$ cat src/rtl/register_file_pkg.sv
//==============================================================================
// Module      : register_file_pkg
// Description : Shared definitions for the architectural register file, the
//               reorder buffer and the decoder: register count, ROB-id width,
//               the ROB-id type and the hard-wired zero register id.
// Revision    : 1.0 - initial release
//==============================================================================
`default_nettype none

package register_file_pkg;

    localparam int NUM_REGS = 32;
    localparam int ROB_ID_W = 5;
    localparam int REG_ID_W = 5;
    localparam int XLEN     = 32;

    typedef logic [ROB_ID_W-1:0] rob_id_t;
    typedef logic [REG_ID_W-1:0] reg_id_t;

    localparam reg_id_t REG_ZERO = '0;

    // x0 is never written, never busy and always reads as zero.
    function automatic logic is_reg_zero(input reg_id_t id);
        return (id == REG_ZERO);
    endfunction

endpackage

`default_nettype wire

$ cat src/rtl/rf_read_port.sv
//==============================================================================
// Module      : rf_read_port
// Description : One combinational operand read port of the register file.
//               Takes the registered busy/tag/value of the addressed register,
//               forces x0 to "ready, zero", and (when the build macro
//               REGFILE_COMMIT_BYPASS_EN is defined) forwards a same-cycle
//               commit that retires the pending tag of the addressed register.
// Ports       : i_rd_id            read address
//               i_st_busy/tag/value registered state of register i_rd_id
//               i_cm_*             same-cycle commit (bypass build only)
//               o_busy/o_tag/o_value operand lookup result
// Revision    : 1.0 - initial release
//==============================================================================
`default_nettype none

module rf_read_port
    import register_file_pkg::*;
(
    input  logic [REG_ID_W-1:0] i_rd_id,
    input  logic                i_st_busy,
    input  logic [ROB_ID_W-1:0] i_st_tag,
    input  logic [XLEN-1:0]     i_st_value,
`ifdef REGFILE_COMMIT_BYPASS_EN
    input  logic                i_cm_valid,
    input  logic [REG_ID_W-1:0] i_cm_reg_id,
    input  logic [ROB_ID_W-1:0] i_cm_rob_id,
    input  logic [XLEN-1:0]     i_cm_value,
`endif
    output logic                o_busy,
    output logic [ROB_ID_W-1:0] o_tag,
    output logic [XLEN-1:0]     o_value
);

    logic                w_busy;
    logic [ROB_ID_W-1:0] w_tag;
    logic [XLEN-1:0]     w_value;

    always_comb begin
        w_busy  = i_st_busy;
        w_tag   = i_st_tag;
        w_value = i_st_value;
`ifdef REGFILE_COMMIT_BYPASS_EN
        // Only a commit that retires the current owner of the register may be
        // forwarded; a stale commit (older tag) leaves the register pending.
        if (i_cm_valid && (i_cm_reg_id == i_rd_id) && i_st_busy &&
            (i_st_tag == i_cm_rob_id)) begin
            w_busy  = 1'b0;
            w_value = i_cm_value;
        end
`endif
        if (is_reg_zero(i_rd_id)) begin
            w_busy  = 1'b0;
            w_tag   = '0;
            w_value = '0;
        end
    end

    assign o_busy  = w_busy;
    assign o_tag   = w_tag;
    assign o_value = w_value;

endmodule

`default_nettype wire

$ cat src/rtl/register_file.sv
//==============================================================================
// Module      : register_file
// Description : 32 x 32-bit architectural register file with per-register
//               busy bit and ROB-id rename tag. Launch marks a destination as
//               pending on a ROB entry, commit writes the value and clears the
//               pending state if the committing entry still owns the register.
//               Two combinational read ports serve the decoder.
//               Optional build macro: REGFILE_COMMIT_BYPASS_EN (same-cycle
//               commit forwarding on the read ports).
// Ports       : clk_in, rst_in (async, active-low), rdy_in (global enable)
//               _clear (flush busy bits), _stall (blocks launch)
//               _rf_launch_*  rename-launch request
//               _rf_commit_*  commit write-back
//               _rs1_*/_rs2_* operand read ports
// Revision    : 1.0 - initial release
//==============================================================================
`default_nettype none

module register_file
    import register_file_pkg::*;
(
    input  logic                clk_in,
    input  logic                rst_in,
    input  logic                rdy_in,
    input  logic                _clear,
    input  logic                _stall,
    input  logic                _rf_launch_ready,
    input  logic [ROB_ID_W-1:0] _rf_launch_rob_id,
    input  logic [REG_ID_W-1:0] _rf_launch_register_id,
    input  logic                _rf_commit_ready,
    input  logic [ROB_ID_W-1:0] _rf_commit_rob_id,
    input  logic [REG_ID_W-1:0] _rf_commit_register_id,
    input  logic [XLEN-1:0]     _rf_commit_value,
    input  logic [REG_ID_W-1:0] _rs1_id,
    input  logic [REG_ID_W-1:0] _rs2_id,
    output logic                _rs1_busy,
    output logic                _rs2_busy,
    output logic [ROB_ID_W-1:0] _rs1_tag,
    output logic [ROB_ID_W-1:0] _rs2_tag,
    output logic [XLEN-1:0]     _rs1_value,
    output logic [XLEN-1:0]     _rs2_value
);

    logic [XLEN-1:0]     r_value [NUM_REGS];
    logic [ROB_ID_W-1:0] r_tag   [NUM_REGS];
    logic [NUM_REGS-1:0] r_busy;

    logic w_commit_valid;
    logic w_launch_valid;
    logic w_commit_match;

    // rdy_in gates every update, so it is folded into both strobes; the
    // bypass therefore never forwards a commit that will not take effect.
    assign w_commit_valid = rdy_in && _rf_commit_ready &&
                            !is_reg_zero(_rf_commit_register_id);
    assign w_launch_valid = rdy_in && _rf_launch_ready && !_stall && !_clear &&
                            !is_reg_zero(_rf_launch_register_id);

    // Commit only releases the register if it is still the youngest owner.
    assign w_commit_match = r_busy[_rf_commit_register_id] &&
                            (r_tag[_rf_commit_register_id] == _rf_commit_rob_id);

    always_ff @(posedge clk_in or negedge rst_in) begin
        if (!rst_in) begin
            r_busy <= '0;
            for (int i = 0; i < NUM_REGS; i++) begin
                r_value[i] <= '0;
                r_tag[i]   <= '0;
            end
        end else begin
            if (_clear && rdy_in) begin
                r_busy <= '0;
            end
            if (w_commit_valid) begin
                r_value[_rf_commit_register_id] <= _rf_commit_value;
                if (w_commit_match) begin
                    r_busy[_rf_commit_register_id] <= 1'b0;
                end
            end
            // Placed last so a same-register launch overrides the commit's
            // busy release: the new owner is younger than the committer.
            if (w_launch_valid) begin
                r_busy[_rf_launch_register_id] <= 1'b1;
                r_tag[_rf_launch_register_id]  <= _rf_launch_rob_id;
            end
        end
    end

    rf_read_port u_rs1_port (
        .i_rd_id     (_rs1_id),
        .i_st_busy   (r_busy[_rs1_id]),
        .i_st_tag    (r_tag[_rs1_id]),
        .i_st_value  (r_value[_rs1_id]),
`ifdef REGFILE_COMMIT_BYPASS_EN
        .i_cm_valid  (w_commit_valid),
        .i_cm_reg_id (_rf_commit_register_id),
        .i_cm_rob_id (_rf_commit_rob_id),
        .i_cm_value  (_rf_commit_value),
`endif
        .o_busy      (_rs1_busy),
        .o_tag       (_rs1_tag),
        .o_value     (_rs1_value)
    );

    rf_read_port u_rs2_port (
        .i_rd_id     (_rs2_id),
        .i_st_busy   (r_busy[_rs2_id]),
        .i_st_tag    (r_tag[_rs2_id]),
        .i_st_value  (r_value[_rs2_id]),
`ifdef REGFILE_COMMIT_BYPASS_EN
        .i_cm_valid  (w_commit_valid),
        .i_cm_reg_id (_rf_commit_register_id),
        .i_cm_rob_id (_rf_commit_rob_id),
        .i_cm_value  (_rf_commit_value),
`endif
        .o_busy      (_rs2_busy),
        .o_tag       (_rs2_tag),
        .o_value     (_rs2_value)
    );

endmodule

`default_nettype wire

$ cat config.mk
export PLATFORM = sky130hd
export DESIGN_NAME = register_file
export DESIGN_NICKNAME = d
export VERILOG_FILES = /design/src/rtl/register_file_pkg.sv /design/src/rtl/rf_read_port.sv /design/src/rtl/register_file.sv
export SDC_FILE = /design/constraint.sdc
export NUM_CORES = 2
export LEC_CHECK = 0
export CAP_MARGIN = 25
export CORE_MARGIN = 1.5
export CORE_UTILIZATION = 55
export CTS_CLUSTER_SIZE = 14
export DETAILED_ROUTE_END_ITERATION = 16
export GPL_TIMING_DRIVEN = 0
export PLACE_DENSITY = 0.72
export REMOVE_ABC_BUFFERS = 1
export SYNTH_ARGS = -nofsm -noshare
export SYNTH_HDL_FRONTEND = slang
export SYNTH_SLANG_ARGS = --single-unit
$ cat constraint.sdc
create_clock -name clk_in -period 3.6 [get_ports clk_in]
set_clock_uncertainty 0.05 [all_clocks]
set_input_delay 0.54 -clock clk_in [delete_from_list [all_inputs] [get_ports clk_in]]
set_output_delay 0.54 -clock clk_in [all_outputs]
set_load 0.03 [all_outputs]
==> impl_metrics.py <==
metrics = {
    "place": {
        "post-place-ws_ps": -1250,
        "portBuffers": 144,
        "place_congestion": 0.825,
        "dpl.hpwl_mm": 114,
    },
    "cts": {
        "h-tree-depth": 4,
        "clock_latency_ps": 760,
        "cts_buffers": 135,
        "root_buffer": "clkbuf_16",
        "path_clk_slew_ps": 60,
        "cts_tree": "yes",
        "clock_sinks": 1216,
        "clock_tree.buffer_depth": 3,
    },
    "final_layout": {
        "final_nets": 4220,
        "area_growth_pct": 16.5,
        "fillers": 8226,
        "final_util_pct": 64.5,
        "drive_gt1_share_pct": 56.9,
    },
    "setup_path": {
        "r2r-start": "r_tag[46]$_DFFE_PN0P_",
        "crit_fanout": 6,
        "cp-start-kind": "primary input",
        "critical_path_class": "in2out",
        "required_ps": 3010,
        "worst_setup_path_end_kind": "output pin",
        "r2r_cells": 9,
        "crit_path_end": "_rs2_value[19]",
        "r2r-end": "r_busy[4]$_DFF_PN0_",
        "crit_arrival_ps": 3010,
        "critPathLaunch": "_rs2_id[0]",
        "rrSetupSlack_ps": 720,
    },
    "yosys": {
        "yosys-top-cells-area": "dfrtp_1 46%, mux4_2 26%, mux2_2 19%",
        "synth-seq-cells": 1216,
        "synth_edf_count": 0,
        "yosysMostFrequentCell": "dfrtp_1",
        "yosysUniqueCellTypes": 44,
        "synth_top_flop_cell": "dfrtp_1",
        "syn-instance-count": 4119,
        "synth_warnings": 0,
        "postSynth.asyncResetShare_pct": 100,
        "yosys-top-cells-count": "1216 x dfrtp_1, 1125 x mux2_2, 768 x mux4_2",
        "synth_top_area_share_pct": 46.0,
        "syn_area_mm2": 0.0662,
        "yosysTopAreaCell": "dfrtp_1",
        "ys_seq_area_share_pct": 46.0,
        "synth_area_per_cell_um2": 16.1,
    },
    "timing": {
        "rsz0062_at_grt": "yes",
        "worst_slew_pin_slew_ps": 1220,
        "hold_violations": 0,
        "clock.fmax_mhz": 278,
        "relSlewSlack_pct": 18.2,
        "layout_min_cycle_time_ps": 3600,
        "setup_ws_ps": 4.59,
        "slew_violations": 0,
        "finalCritPeriodShare_pct": 99.9,
        "setup_viol": 0,
    },
    "detailed_routing": {
        "detail_route.wl_per_cell_um": 34.9,
        "top_layer_used": "met5",
        "wl_met2_mm": 98.7,
        "ant_nets": 0,
        "drt_wl_total_mm": 205,
        "post_drt_via_cell_ratio": 7.08,
        "wirelength_met1_mm": 78.5,
        "wl_met3_mm": 17.8,
        "first_iter_violations": 4213,
        "via_count": 41500,
        "drc": 0,
        "first_pass_iters": 6,
    },
    "die": {
        "die-area_mm2": 0.122,
        "rows": 127,
        "chipWidth_um": 350,
        "io_pins": 145,
        "die_y_um": 350,
        "core-area_mm2": 0.120,
        "initial_core_util_pct": 55.3,
    },
    "grt": {
        "grt_usage_pct": 34.1,
        "grt_max_degree": 182,
        "grt_pass1_vias": 43000,
        "grt_pass1_wl_mm": 301,
        "overflow": 0,
        "antenna_found_initial": 4,
    },
    "run": {
        "cap_violations": 0,
    },
    "pwr": {
        "powerDensity_mw_per_mm2": 481,
        "peakVddDrop_mv": 0.511,
        "p_leak_nw": 34.3,
    },
    "outcome": {
        "status": "finished, final reports clean",
    },
    "min_path": {
        "hp-class": "reg2reg",
    },
}
==> state kept, by name, summed over array words and instances, names as in the netlist <==
signal,flops
r_value,1024
r_tag,160
r_busy,32
==> cell usage in the layout, fill, tap and decap left out, types with 6 or more instances in the layout <==
| cell type | count |
|---|---|
| dfrtp_1 | 1216 |
| mux2_2 | 1125 |
| mux4_2 | 768 |
| clkbuf_16 | 150 |
| mux2i_1 | 140 |
| nor2_1 | 115 |
| buf_16 | 83 |
| clkdlybuf4s50_1 | 53 |
| buf_12 | 45 |
| o22ai_1 | 41 |
| dlygate4sd2_1 | 41 |
| clkbuf_8 | 36 |
| buf_4 | 34 |
| a31oi_1 | 31 |
| clkbuf_1 | 31 |
| nand2_1 | 29 |
| buf_6 | 26 |
| mux2_1 | 22 |
| a21oi_1 | 21 |
| bufbuf_16 | 21 |
| nor2_4 | 19 |
| clkinv_2 | 16 |
| buf_8 | 15 |
| clkbuf_2 | 14 |
| and2_1 | 12 |
| nor4_1 | 10 |
| a22oi_1 | 10 |
| mux2i_4 | 9 |
| nand2_4 | 9 |
| mux2i_2 | 8 |
| nor3_1 | 8 |
| buf_2 | 8 |
| bufinv_16 | 7 |
| inv_6 | 6 |
| clkdlybuf4s15_1 | 6 |
==> critical path: stages <==
cell,delay (ps)
buf_12,90
buf_16,140
buf_16,170
buf_16,170
buf_12,140
buf_16,130
buf_12,140
buf_6,110
mux4_2,470
mux4_2,490
mux2i_4,180
nor2_4,60
buf_6,130
==> through the flow <==
step / setup TNS (ps) / instances / area, um2 / power, W / hold WS [ps]
after floorplan: -8090 / 3653 / 64200 / 0.0202 / 194
after global placement: - / 5409 / 67700 / 0.0235 / 326
after detailed placement: -454360 / 5520 / 70300 / 0.0228 / 333
after CTS: -381 / 5835 / 76600 / 0.0371 / 347
after global routing: -178 / 5867 / 77100 / 0.0384 / 358
final: 0 / 5869 / 77100 / 0.0371 / 346
==> report_power, final <==
group,internal [W],switching [W],total [W]
combinational,0.00378,0.00281,0.00659
clock,0.00838,0.00576,0.0141
sequential,0.0152,0.00114,0.0164
==> worst min path at each step <==
stage | depth (start not counted) | startpoint | to | slack, ps
floorplan | 0 | rst_in | r_busy[0]$_DFF_PN0_ | 190
global placement | 0 | r_value[1017]$_DFFE_PN0P_ | r_value[1017]$_DFFE_PN0P_ | 330
detailed placement | 0 | r_value[999]$_DFFE_PN0P_ | r_value[999]$_DFFE_PN0P_ | 330
CTS | 0 | r_value[1022]$_DFFE_PN0P_ | r_value[1022]$_DFFE_PN0P_ | 350
global route | 0 | r_value[1019]$_DFFE_PN0P_ | r_value[1019]$_DFFE_PN0P_ | 360
finish | 0 | r_value[1017]$_DFFE_PN0P_ | r_value[1017]$_DFFE_PN0P_ | 350
==> logic make-up after synthesis <==
group	synth area share (%)
buffers and inverters	3.04
and+or+nand+nor	1.95
muxes	48.0
AOI/OAI and AO/OA	0.973
DFF	46.0
xor gates and xnor gates	0.0661
==> per-layer routing <==
layer,vias to the layer above,GRT usage [%]
met5,-,0
met4,6,16.1
met3,538,7.87
met1,22600,45.2
li1,16300,-
met2,2075,53.7
==> final cells by class <==
class / instances / area (um2) / area share [%]
sequential: 1216 / 30400 / 39.5
timing repair buffer: 361 / 6010 / 7.79
tap: 1612 / 2020 / 2.62
clock buffer: 207 / 4120 / 5.34
clock inverter: 33 / 400 / 0.519
antenna: 3 / 7.51 / 0.00973
multi-input combinational: 2437 / 34100 / 44.3
==> repair_timing <==
item	in CTS	in global routing
resized for setup	199	61
buffers inserted	31	16
hold endpoints to repair	138	0
setup endpoints to repair	284	59
gates cloned	43	4
hold buffers	1	0
pin swaps	4	5
No activity file was read; power rests on OpenSTA's default activity.
